<file path="config.mk">
export PLATFORM = sky130hd
export DESIGN_NAME = mem_arbiter
export DESIGN_NICKNAME = d
export VERILOG_FILES = /design/src/rtl/mem_arbiter.sv
export SDC_FILE = /design/constraint.sdc
export NUM_CORES = 1
export LEC_CHECK = 0
export ABC_AREA = 1
export ABC_CLOCK_PERIOD_IN_PS = 2200
export BUFFER_PORTS_ARGS = -buffer_cell sky130_fd_sc_hd__buf_2
export CAP_MARGIN = 20
export CORE_AREA = 2 2 95 166
export DETAILED_ROUTE_END_ITERATION = 12
export DIE_AREA = 0 0 97 168
export PLACE_DENSITY_LB_ADDON = 0.3
export SLEW_MARGIN = 0
export SYNTH_ARGS = -nofsm -noshare
export SYNTH_HDL_FRONTEND = slang
export SYNTH_SLANG_ARGS = --single-unit
export TNS_END_PERCENT = 10
</file>
<file path="constraint.sdc">
create_clock -name clk -period 2.2 [get_ports clk]
set_input_delay 0.44 -clock clk [delete_from_list [all_inputs] [get_ports clk]]
set_output_delay 0.44 -clock clk [all_outputs]
set_load 0.05 [all_outputs]
</file>
<file path="src/rtl/mem_arbiter.sv">
// Round-robin arbiter between an instruction-fetch port and a data port sharing one memory bus,
// with a memory-mapped LED register and alignment checking on the data port.
module mem_arbiter #(
    parameter int unsigned WAIT_CYCLES = 1,
    parameter logic [31:0] LED_ADDR    = 32'hFFFF_FF00
) (
    input  logic        clk,
    input  logic        rst,
    input  logic        i_req,
    input  logic [31:0] i_addr,
    output logic        i_ack,
    output logic [31:0] i_rdata,
    input  logic        d_req,
    input  logic        d_rw,
    input  logic [1:0]  d_len,
    input  logic [31:0] d_addr,
    input  logic [31:0] d_wdata,
    output logic        d_ack,
    output logic        d_err,
    output logic [31:0] d_rdata,
    output logic        m_rw,
    output logic [1:0]  m_len,
    output logic [31:0] m_addr,
    output logic [31:0] m_wdata,
    input  logic [31:0] m_rdata,
    output logic [7:0]  led
);

    typedef enum logic [1:0] {StIdle, StBusyI, StBusyD, StDone} state_e;

    localparam logic [3:0] WaitLast = 4'(WAIT_CYCLES);

    state_e      state_q, state_d;
    logic [3:0]  cnt_q, cnt_d;
    logic        prio_d_q, prio_d_d;
    logic        sel_d_q, sel_d_d;
    logic        rw_q, rw_d;
    logic        led_hit_q, led_hit_d;
    logic [1:0]  m_len_q, m_len_d;
    logic [31:0] m_addr_q, m_addr_d;
    logic [31:0] m_wdata_q, m_wdata_d;
    logic        i_ack_q, i_ack_d;
    logic        d_ack_q, d_ack_d;
    logic        d_err_q, d_err_d;
    logic [31:0] i_rdata_q, i_rdata_d;
    logic [31:0] d_rdata_q, d_rdata_d;
    logic [7:0]  led_q, led_d;

    logic        d_bad;
    logic        i_bad;
    logic        grant_d;
    logic        grant_i;
    logic [31:0] rd_lane;

    always_comb begin
        d_bad = 1'b1;
        unique case (d_len)
            2'b00:   d_bad = 1'b0;
            2'b01:   d_bad = d_addr[0];
            2'b10:   d_bad = |d_addr[1:0];
            default: d_bad = 1'b1;
        endcase
    end

    assign i_bad   = |i_addr[1:0];
    assign grant_d = d_req && (!i_req || prio_d_q);
    assign grant_i = i_req && !grant_d;

    // Zero-extend the addressed lane of the memory word for sub-word reads.
    always_comb begin
        rd_lane = m_rdata;
        unique case (m_len_q)
            2'b00: begin
                unique case (m_addr_q[1:0])
                    2'b00:   rd_lane = {24'b0, m_rdata[7:0]};
                    2'b01:   rd_lane = {24'b0, m_rdata[15:8]};
                    2'b10:   rd_lane = {24'b0, m_rdata[23:16]};
                    default: rd_lane = {24'b0, m_rdata[31:24]};
                endcase
            end
            2'b01:   rd_lane = m_addr_q[1] ? {16'b0, m_rdata[31:16]} : {16'b0, m_rdata[15:0]};
            default: rd_lane = m_rdata;
        endcase
    end

    always_comb begin
        state_d   = state_q;
        cnt_d     = cnt_q;
        prio_d_d  = prio_d_q;
        sel_d_d   = sel_d_q;
        rw_d      = rw_q;
        led_hit_d = led_hit_q;
        m_len_d   = m_len_q;
        m_addr_d  = m_addr_q;
        m_wdata_d = m_wdata_q;
        i_rdata_d = i_rdata_q;
        d_rdata_d = d_rdata_q;
        led_d     = led_q;
        i_ack_d   = 1'b0;
        d_ack_d   = 1'b0;
        d_err_d   = 1'b0;

        unique case (state_q)
            StIdle: begin
                cnt_d = 4'd0;
                if (grant_d) begin
                    sel_d_d = 1'b1;
                    if (d_bad) begin
                        // Rejected transfers never touch the memory bus.
                        state_d   = StDone;
                        d_ack_d   = 1'b1;
                        d_err_d   = 1'b1;
                        d_rdata_d = 32'd0;
                    end else begin
                        state_d   = StBusyD;
                        rw_d      = d_rw;
                        led_hit_d = (d_addr == LED_ADDR);
                        m_len_d   = d_len;
                        m_addr_d  = d_addr;
                        m_wdata_d = d_wdata;
                    end
                end else if (grant_i) begin
                    sel_d_d = 1'b0;
                    if (i_bad) begin
                        state_d   = StDone;
                        i_ack_d   = 1'b1;
                        i_rdata_d = 32'd0;
                    end else begin
                        state_d  = StBusyI;
                        m_len_d  = 2'b10;
                        m_addr_d = i_addr;
                    end
                end
            end
            StBusyI: begin
                if (cnt_q == WaitLast) begin
                    state_d   = StDone;
                    cnt_d     = 4'd0;
                    i_ack_d   = 1'b1;
                    i_rdata_d = m_rdata;
                end else begin
                    cnt_d = cnt_q + 4'd1;
                end
            end
            StBusyD: begin
                if (led_hit_q) begin
                    state_d = StDone;
                    d_ack_d = 1'b1;
                    if (rw_q) begin
                        led_d     = m_wdata_q[7:0];
                        d_rdata_d = 32'd0;
                    end else begin
                        d_rdata_d = {24'b0, led_q};
                    end
                end else if (cnt_q == WaitLast) begin
                    state_d   = StDone;
                    cnt_d     = 4'd0;
                    d_ack_d   = 1'b1;
                    d_rdata_d = rw_q ? 32'd0 : rd_lane;
                end else begin
                    cnt_d = cnt_q + 4'd1;
                end
            end
            default: begin
                state_d  = StIdle;
                prio_d_d = !sel_d_q;
            end
        endcase
    end

    always_ff @(posedge clk) begin
        if (rst) begin
            state_q   <= StIdle;
            cnt_q     <= 4'd0;
            prio_d_q  <= 1'b1;
            sel_d_q   <= 1'b0;
            rw_q      <= 1'b0;
            led_hit_q <= 1'b0;
            m_len_q   <= 2'b00;
            m_addr_q  <= 32'd0;
            m_wdata_q <= 32'd0;
            i_ack_q   <= 1'b0;
            d_ack_q   <= 1'b0;
            d_err_q   <= 1'b0;
            i_rdata_q <= 32'd0;
            d_rdata_q <= 32'd0;
            led_q     <= 8'd0;
        end else begin
            state_q   <= state_d;
            cnt_q     <= cnt_d;
            prio_d_q  <= prio_d_d;
            sel_d_q   <= sel_d_d;
            rw_q      <= rw_d;
            led_hit_q <= led_hit_d;
            m_len_q   <= m_len_d;
            m_addr_q  <= m_addr_d;
            m_wdata_q <= m_wdata_d;
            i_ack_q   <= i_ack_d;
            d_ack_q   <= d_ack_d;
            d_err_q   <= d_err_d;
            i_rdata_q <= i_rdata_d;
            d_rdata_q <= d_rdata_d;
            led_q     <= led_d;
        end
    end

    // Acks are suppressed while reset is held so an aborted transfer in DONE is never acknowledged.
    assign i_ack   = i_ack_q && !rst;
    assign d_ack   = d_ack_q && !rst;
    assign d_err   = d_err_q && !rst;
    assign i_rdata = i_rdata_q;
    assign d_rdata = d_rdata_q;
    assign m_rw    = (state_q == StBusyD) && rw_q && !led_hit_q;
    assign m_len   = m_len_q;
    assign m_addr  = m_addr_q;
    assign m_wdata = m_wdata_q;
    assign led     = led_q;

endmodule
</file>
==> results of run 1 <==
## final timing paths
check,startpoint,to,slack [ns]
max,state_q[1],m_rw,0.22
min,d_wdata[17],m_wdata[17],0.27
max reg2reg,state_q[1],i_rdata[25],0.26
min reg2reg,d_rdata[24],d_rdata[24],0.46
## flip-flops by register name, summed over array words and instances, names as in the netlist
register   cells
prio_d_q       1
rw_q           1
led_hit_q      1
i_ack_q        1
m_len          2
cnt_q          4
i_rdata       32
d_err_q        1
state_q        2
d_rdata       32
m_wdata       32
sel_d_q        1
d_ack_q        1
m_addr        32
led            8
## final cells by class
class | count | area, um2
antenna | 2 | 5.00
fill | 1531 | 5610
clock buffer | 18 | 439
multi-input combinational | 811 | 3530
sequential | 151 | 3020
clock inverter | 14 | 133
tap | 186 | 233
inverter | 139 | 522
timing repair buffer | 297 | 1600
## critical path, stage by stage (launching register included)
cell and delay (ns):
dfxtp_1 0.43, ha_1 0.23, inv_2 0.08, nor3_2 0.10, buf_2 0.29
## metrics by stage
stage / util (%) / std cells / hold WS [ns]
floorplan: - / 1169 / 0.423
global placement: 59.0 / 1584 / 0.450
detailed placement: 59.0 / 1584 / 0.453
CTS: 62.8 / 1616 / 0.252
global route: 62.8 / 1617 / 0.272
finish: 62.9 / 1618 / 0.271
## metal layers
layer	track usage (%)	wire length (um)	up-vias
li1	-	-	4111
met1	26.9	7930	3533
met2	50.9	12200	283
met3	4.65	1130	73
met4	18.2	1370	0
met5	0	0	-
## placed cells by master, fill, tap and decap left out, types with 14 or more instances in the layout
master,n
nor2_1,172
a21oi_1,77
buf_2,276
nand3_1,63
buf_4,16
dfxtp_1,151
o21ai_0,109
inv_1,132
nand2_1,346
clkbuf_16,17
nor3_1,14
## kinds of logic (layout without fill, tap and decap cells)
| family | count (synthesis) | count (layout) | share of synthesized area [%] |
|---|---|---|---|
| other | 0 | 2 | 0 |
| AND/OR/NAND/NOR | 612 | 612 | 33.1 |
| adder cells (fa/ha/maj) | 7 | 7 | 1.19 |
| flip-flops | 151 | 151 | 41.0 |
| buffers and inverters | 207 | 468 | 11.5 |
| AO/OA/AOI/OAI | 192 | 192 | 13.2 |
## power breakdown
part / internal, mW / switching [mW]
clock network: 1.53 / 1.28
logic: 1.78 / 5.05
registers: 3.47 / 0.398
==> summary.md, run 1 <==
| Metric | Value |
|---|---|
| Buffer levels on the longest clock path | 2 |
| Total chip power | 13.5 mW |
| Leak | 4.95 nW |
| Top cell type by total area after synthesis | dfxtp_1 |
| Clock-pin slew on the worst setup and hold paths | 0.07 ns |
| Overall routing resource usage | 27.2% |
| Most common library cells after synthesis | nand2_1 (346), nor2_1 (172), dfxtp_1 (151), inv_1 (133), o21ai_0 (109) |
| TritonCTS clock tree | built |
| Syn-to-layout area delta | 28.5% |
| Top-count cell post-synth | nand2_1 |
| Post-cts resize count | 0 |
| Setup Fix Bufs, Post-CTS | 0 |
| Worst VDD drop | 0.601 mV |
| CTS Hold Bufs | 0 |
| Clock sinks | 151 |
| Skew-Pair Late Insertion Delay | 0.41 ns |
| Avg WL per Cell | 14.0 um |
| Num ports | 277 |
| TNS Setup | 0 ns |
| Post-synthesis sequential area ratio | 41.0% |
| Synth top area cells | dfxtp_1 (41%), nand2_1 (18%), nor2_1 (8.7%), o21ai_0 (7.4%), inv_1 (6.8%) |
| Routability cong. | 0.983 |
| Mapped Area | 7380 um2 |
| Status | completed |
| Max-cap violations | 0 |
| Final Skew | 0.0119 ns |
| Detailed-route via count | 8,000 |
| Syn_nets | 1,311 |
| Crit path time final | 1.98 ns |
| Synthesized instance count | 1,169 |
| Final setup violation count | 0 |
| Share of the synthesized area in the top cell type | 41.0% |
| CP arrival | 1.54 ns |
| Final ANT Viol Nets | 0 |
| Flops & latches, synth | 151 |
| H-tree levels | 4 |
| Post-Syn Area per Cell | 6.31 um2 |
| Measured slew at the worst slew-check pin | 0.592 ns |
| Critical setup path kind | reg2out |
| Hold depth | 3 |
| PortBufs | 276 |
| CP endpoint kind | primary output |
| Design Area, Final | 9480 um2 |
| Detailed Routing Iterations Pass 1 | 5 |
| Ys async rst share | 0% |
| Final slew viol count | 0 |
| Root Driver | clkbuf_16 |
| Yosys warns | 0 |
| Final WS setup | 0.215 ns |
| Pwr Density | 1430 nW/um2 |
| Period utilization | 90.2% |
| HPWL after DPL | 17.1 mm |
| First-pass GRT wire length | 36.0 mm |
| Place WS | 0.142 ns |
| Vias in the first global route | 7,434 |
| RSZ-0062 raised after global routing | no |
| Share of layout cells above drive strength 1 | 24.3% |
| Main synth FF type | dfxtp_1 |
| Initial core utilization | 48.9% |
| Placed cell areas | 8910 um2 |
| Via density | 4.94 |
| Fin nets | 1,559 |
| CTS Buf Count | 17 |
| Worst slew margin | 60.4% |
| Largest net degree at the start of global routing | 65 |
| Synth cell types | 28 |
| Worst-path fanout max | 6 |
| Total gr overflow | 0 |
| Initial antenna violation count | 1 |
| CP startpoint kind | flip-flop |
| Worst reg2reg path depth | 10 |
| # DRC | 0 |
| Final hold violations | 0 |
| # rows | 60 |
| Die area | 16,300 um2 |
| DRT iter0 DRCs | 296 |
| Die width | 97 um |
| Core area | 15,100 um2 |
| Drt total wl | 22.6 mm |
| Number of synthesized flops with an enable pin | 0 |
| Worst Hold Class | in2reg |
| Die height | 168 um |
| Critical path required time | 1.76 ns |
| Max Clk Rate | 504 MHz |
Note: power is estimated with default switching activity, not from simulation.
==> inputs of run 2 (changes only) <==
--- a/config.mk
+++ b/config.mk
@@ -5,13 +5,12 @@
 export SDC_FILE = /design/constraint.sdc
 export NUM_CORES = 1
 export LEC_CHECK = 0
-export ABC_AREA = 1
 export ABC_CLOCK_PERIOD_IN_PS = 2200
 export BUFFER_PORTS_ARGS = -buffer_cell sky130_fd_sc_hd__buf_2
 export CAP_MARGIN = 20
-export CORE_AREA = 2 2 95 166
+export CORE_AREA = 2 2 92 161
 export DETAILED_ROUTE_END_ITERATION = 12
-export DIE_AREA = 0 0 97 168
+export DIE_AREA = 0 0 94 163
 export PLACE_DENSITY_LB_ADDON = 0.3
 export SLEW_MARGIN = 0
 export SYNTH_ARGS = -nofsm -noshare
==> run 2 against run 1 <==
Against the previous run:
- routed wire length shrank 10%
- maximum frequency shrank 1.4%
- power shrank 18%
- count of clock-buffer cells in the layout grew 2
- sequential share of layout area grew 2.5 points
- utilization shrank 0.77 points
- first-iteration DRC count grew 3.4%
- critical path depth is the same
- register-to-register slack lost 0.03 ns
- setup slack lost 0.028 ns
==> summary.md, run 2 <==
| Metric | Value |
|---|---|
| Post-Synth Adder-Cell Area | 1.33% |
| Syn-to-layout area delta | 33.3% |
| CTS Buf Count | 17 |
| Yosys warns | 0 |
| Die height | 163 um |
| Post-Syn Area per Cell | 8.22 um2 |
| Critical setup path kind | reg2out |
| Critical path required time | 1.76 ns |
| Commonest non-fill, non-tap cells in the layout | buf_2 (275), nand2_1 (159), dfxtp_1 (151) |
| CTS Hold Bufs | 0 |
| Synth top area cells | dfxtp_1 (46%), nand2_1 (9.1%), a21oi_1 (6.1%), a311oi_1 (4.3%), nand2b_1 (3.7%) |
| Most common library cells after synthesis | nand2_1 (159), dfxtp_1 (151), a21oi_1 (81), nor2_1 (60), nand2b_1 (39) |
| Mux contribution to synthesized area | 2.52% |
| Setup Fix Bufs, Post-CTS | 0 |
| Synth cell types | 50 |
| R2r setup slk | 0.23 ns |
| Main synth FF type | dfxtp_1 |
| Pwr Density | 1250 nW/um2 |
| Syn_nets | 944 |
| Ys async rst share | 0% |
| Final Skew | 0.00882 ns |
| RSZ-0062 raised after global routing | no |
| Vias in the first global route | 6,414 |
| Final WS setup | 0.187 ns |
| Die area | 15,300 um2 |
| Flops & latches, synth | 151 |
| Via density | 5.37 |
| Clock sinks | 151 |
| PortBufs | 276 |
| # rows | 58 |
| Final hold violations | 0 |
| Post-synthesis sequential area ratio | 45.9% |
| Max-cap violations | 0 |
| Status | completed |
| Final setup violation count | 0 |
| Detailed Routing Iterations Pass 1 | 6 |
| Buffer levels on the longest clock path | 2 |
| Root Driver | clkbuf_16 |
| Largest family of logic cells by synthesized area | simple AND/OR/NAND/NOR gates |
| H-tree levels | 4 |
| Setup crit start | state_q[0] |
| Initial antenna violation count | 0 |
| Worst-path fanout max | 6 |
| Share of the synthesized area in the top cell type | 45.9% |
| Final slew viol count | 0 |
| TNS Setup | 0 ns |
| Avg WL per Cell | 16.3 um |
| CP startpoint kind | flip-flop |
| Complex-gate fraction of the synthesized area | 18.4% |
| Placed insts | 1,217 |
| CP endpoint kind | primary output |
| Measured slew at the worst slew-check pin | 0.597 ns |
| RR Startpoint | state_q[0] |
| Number of synthesized flops with an enable pin | 0 |
| Crit path time final | 2.01 ns |
| Top cell type by total area after synthesis | dfxtp_1 |
| Simple-gate share of the synthesized area | 26.9% |
| Die width | 94 um |
| TritonCTS clock tree | built |
| Worst slew margin | 60.0% |
| Clock-pin slew on the worst setup and hold paths | 0.07 ns |
| Detailed-route via count | 6,713 |
| Post-cts resize count | 0 |
| Fin nets | 1,198 |
| XOR/XNOR Fraction of Synth Area | 0% |
| Worst VDD drop | 0.641 mV |
| Worst reg2reg path depth | 7 |
| Core area | 14,200 um2 |
| Hold Slack | 0.258 ns |
| # DRC | 0 |
| Initial core utilization | 46.6% |
| Top-count cell post-synth | nand2_1 |
| Filler-free cell count of the finished design | 1,249 |
| Drt total wl | 20.4 mm |
| Share of layout cells above drive strength 1 | 32.6% |
| Commonest non-fill, non-tap cell in the layout | buf_2 |
| Place WS | 0.183 ns |
| Largest net degree at the start of global routing | 78 |
| Skew-Pair Late Insertion Delay | 0.41 ns |
| Max Clk Rate | 497 MHz |
| Num ports | 277 |
| CP arrival | 1.57 ns |
| Final ANT Viol Nets | 0 |
| First-pass GRT wire length | 31.5 mm |
| Worst Hold Class | in2reg |
| DRT iter0 DRCs | 306 |
| Fill cells | 1,356 |
| Synthesized instance count | 802 |
| Post-layout util | 62.1% |
| HPWL after DPL | 15.1 mm |
| Period utilization | 91.5% |
| Routability cong. | 0.837 |
| Mapped Area | 6590 um2 |
| Leak | 3.91 nW |
| Critical Path End | m_rw |
| Total gr overflow | 0 |
| Overall routing resource usage | 26.2% |
| Antenna cells | 0 |
| Worst reg2reg path endpoint | m_wdata[10] |
-- run 2: changes by cell type after synthesis, moves of 13 or more --
cell      change
a311oi_1     +32
buf_2        -13
inv_1       -123
nand2_1     -187
nand2b_1     +39
nand3_1      -25
nand3b_1     +24
nor2_1      -112
nor2b_1      +15
o21ai_0      -79
-- run 2: worst max-delay path: stages, from the launching register on --
cell,delay (ns)
dfxtp_1,0.34
inv_1,0.12
ha_1,0.26
and3_1,0.17
buf_2,0.27
-- run 2: logic make-up after synthesis --
family / count (synthesis)
multiplexers: 16
adder cells (fa/ha/maj): 7
buffers and inverters: 74
flip-flops: 151
AND/OR/NAND/NOR: 368
AO/OA/AOI/OAI: 186
-- run 2: cell type report --
cell class                 count  area (um2)  share of cell area, %
timing repair buffer         297        1620                   18.4
multi-input combinational    577        3260                   37.1
tap                          180         225                   2.56
inverter                      12        45.0                  0.513
clock buffer                  20         447                   5.08
clock inverter                12         168                   1.91
sequential                   151        3020                   34.4
-- run 2: how the worst min path moves through the flow --
| stage | startpoint | end | slack, ns | cells past startpoint |
|---|---|---|---|---|
| finish | d_wdata[21] | m_wdata[21] | 0.26 | 3 |
| global route | d_wdata[2] | m_wdata[2] | 0.25 | 3 |
| CTS | d_wdata[28] | m_wdata[28] | 0.24 | 3 |
| detailed placement | m_wdata[15] | m_wdata[15] | 0.44 | 2 |
| global placement | m_wdata[31] | m_wdata[31] | 0.44 | 2 |
| floorplan | sel_d_q | sel_d_q | 0.46 | 2 |
-- run 2: routing by layer --
| layer | wire [um] | share of wire [%] | global-route usage, % | up-vias |
|---|---|---|---|---|
| li1 | - | - | - | 3304 |
| met1 | 7390 | 36 | 28.0 | 3095 |
| met2 | 11000 | 54 | 47.6 | 267 |
| met3 | 1250 | 6.1 | 5.65 | 47 |
| met4 | 706 | 3.5 | 12.6 | 0 |
| met5 | 0 | 0 | 0 | - |
-- run 2: where the power goes --
group          switching (mW)  total [mW]  leakage [nW]  internal (mW)
combinational            3.12        4.58          2.39           1.45
clock                    1.19        3.03         0.290           1.84
sequential              0.263        3.41          1.23           3.15
-- run 2: metrics by stage --
step / power [mW] / instance area [um2]
3_5_place_dp: 8.03 / 8170
3_3_place_gp: 7.98 / 8170
6_report: 11.0 / 8780
2_1_floorplan: 6.83 / 6590
4_1_cts: 11.1 / 8780
5_1_grt: 11.6 / 8780
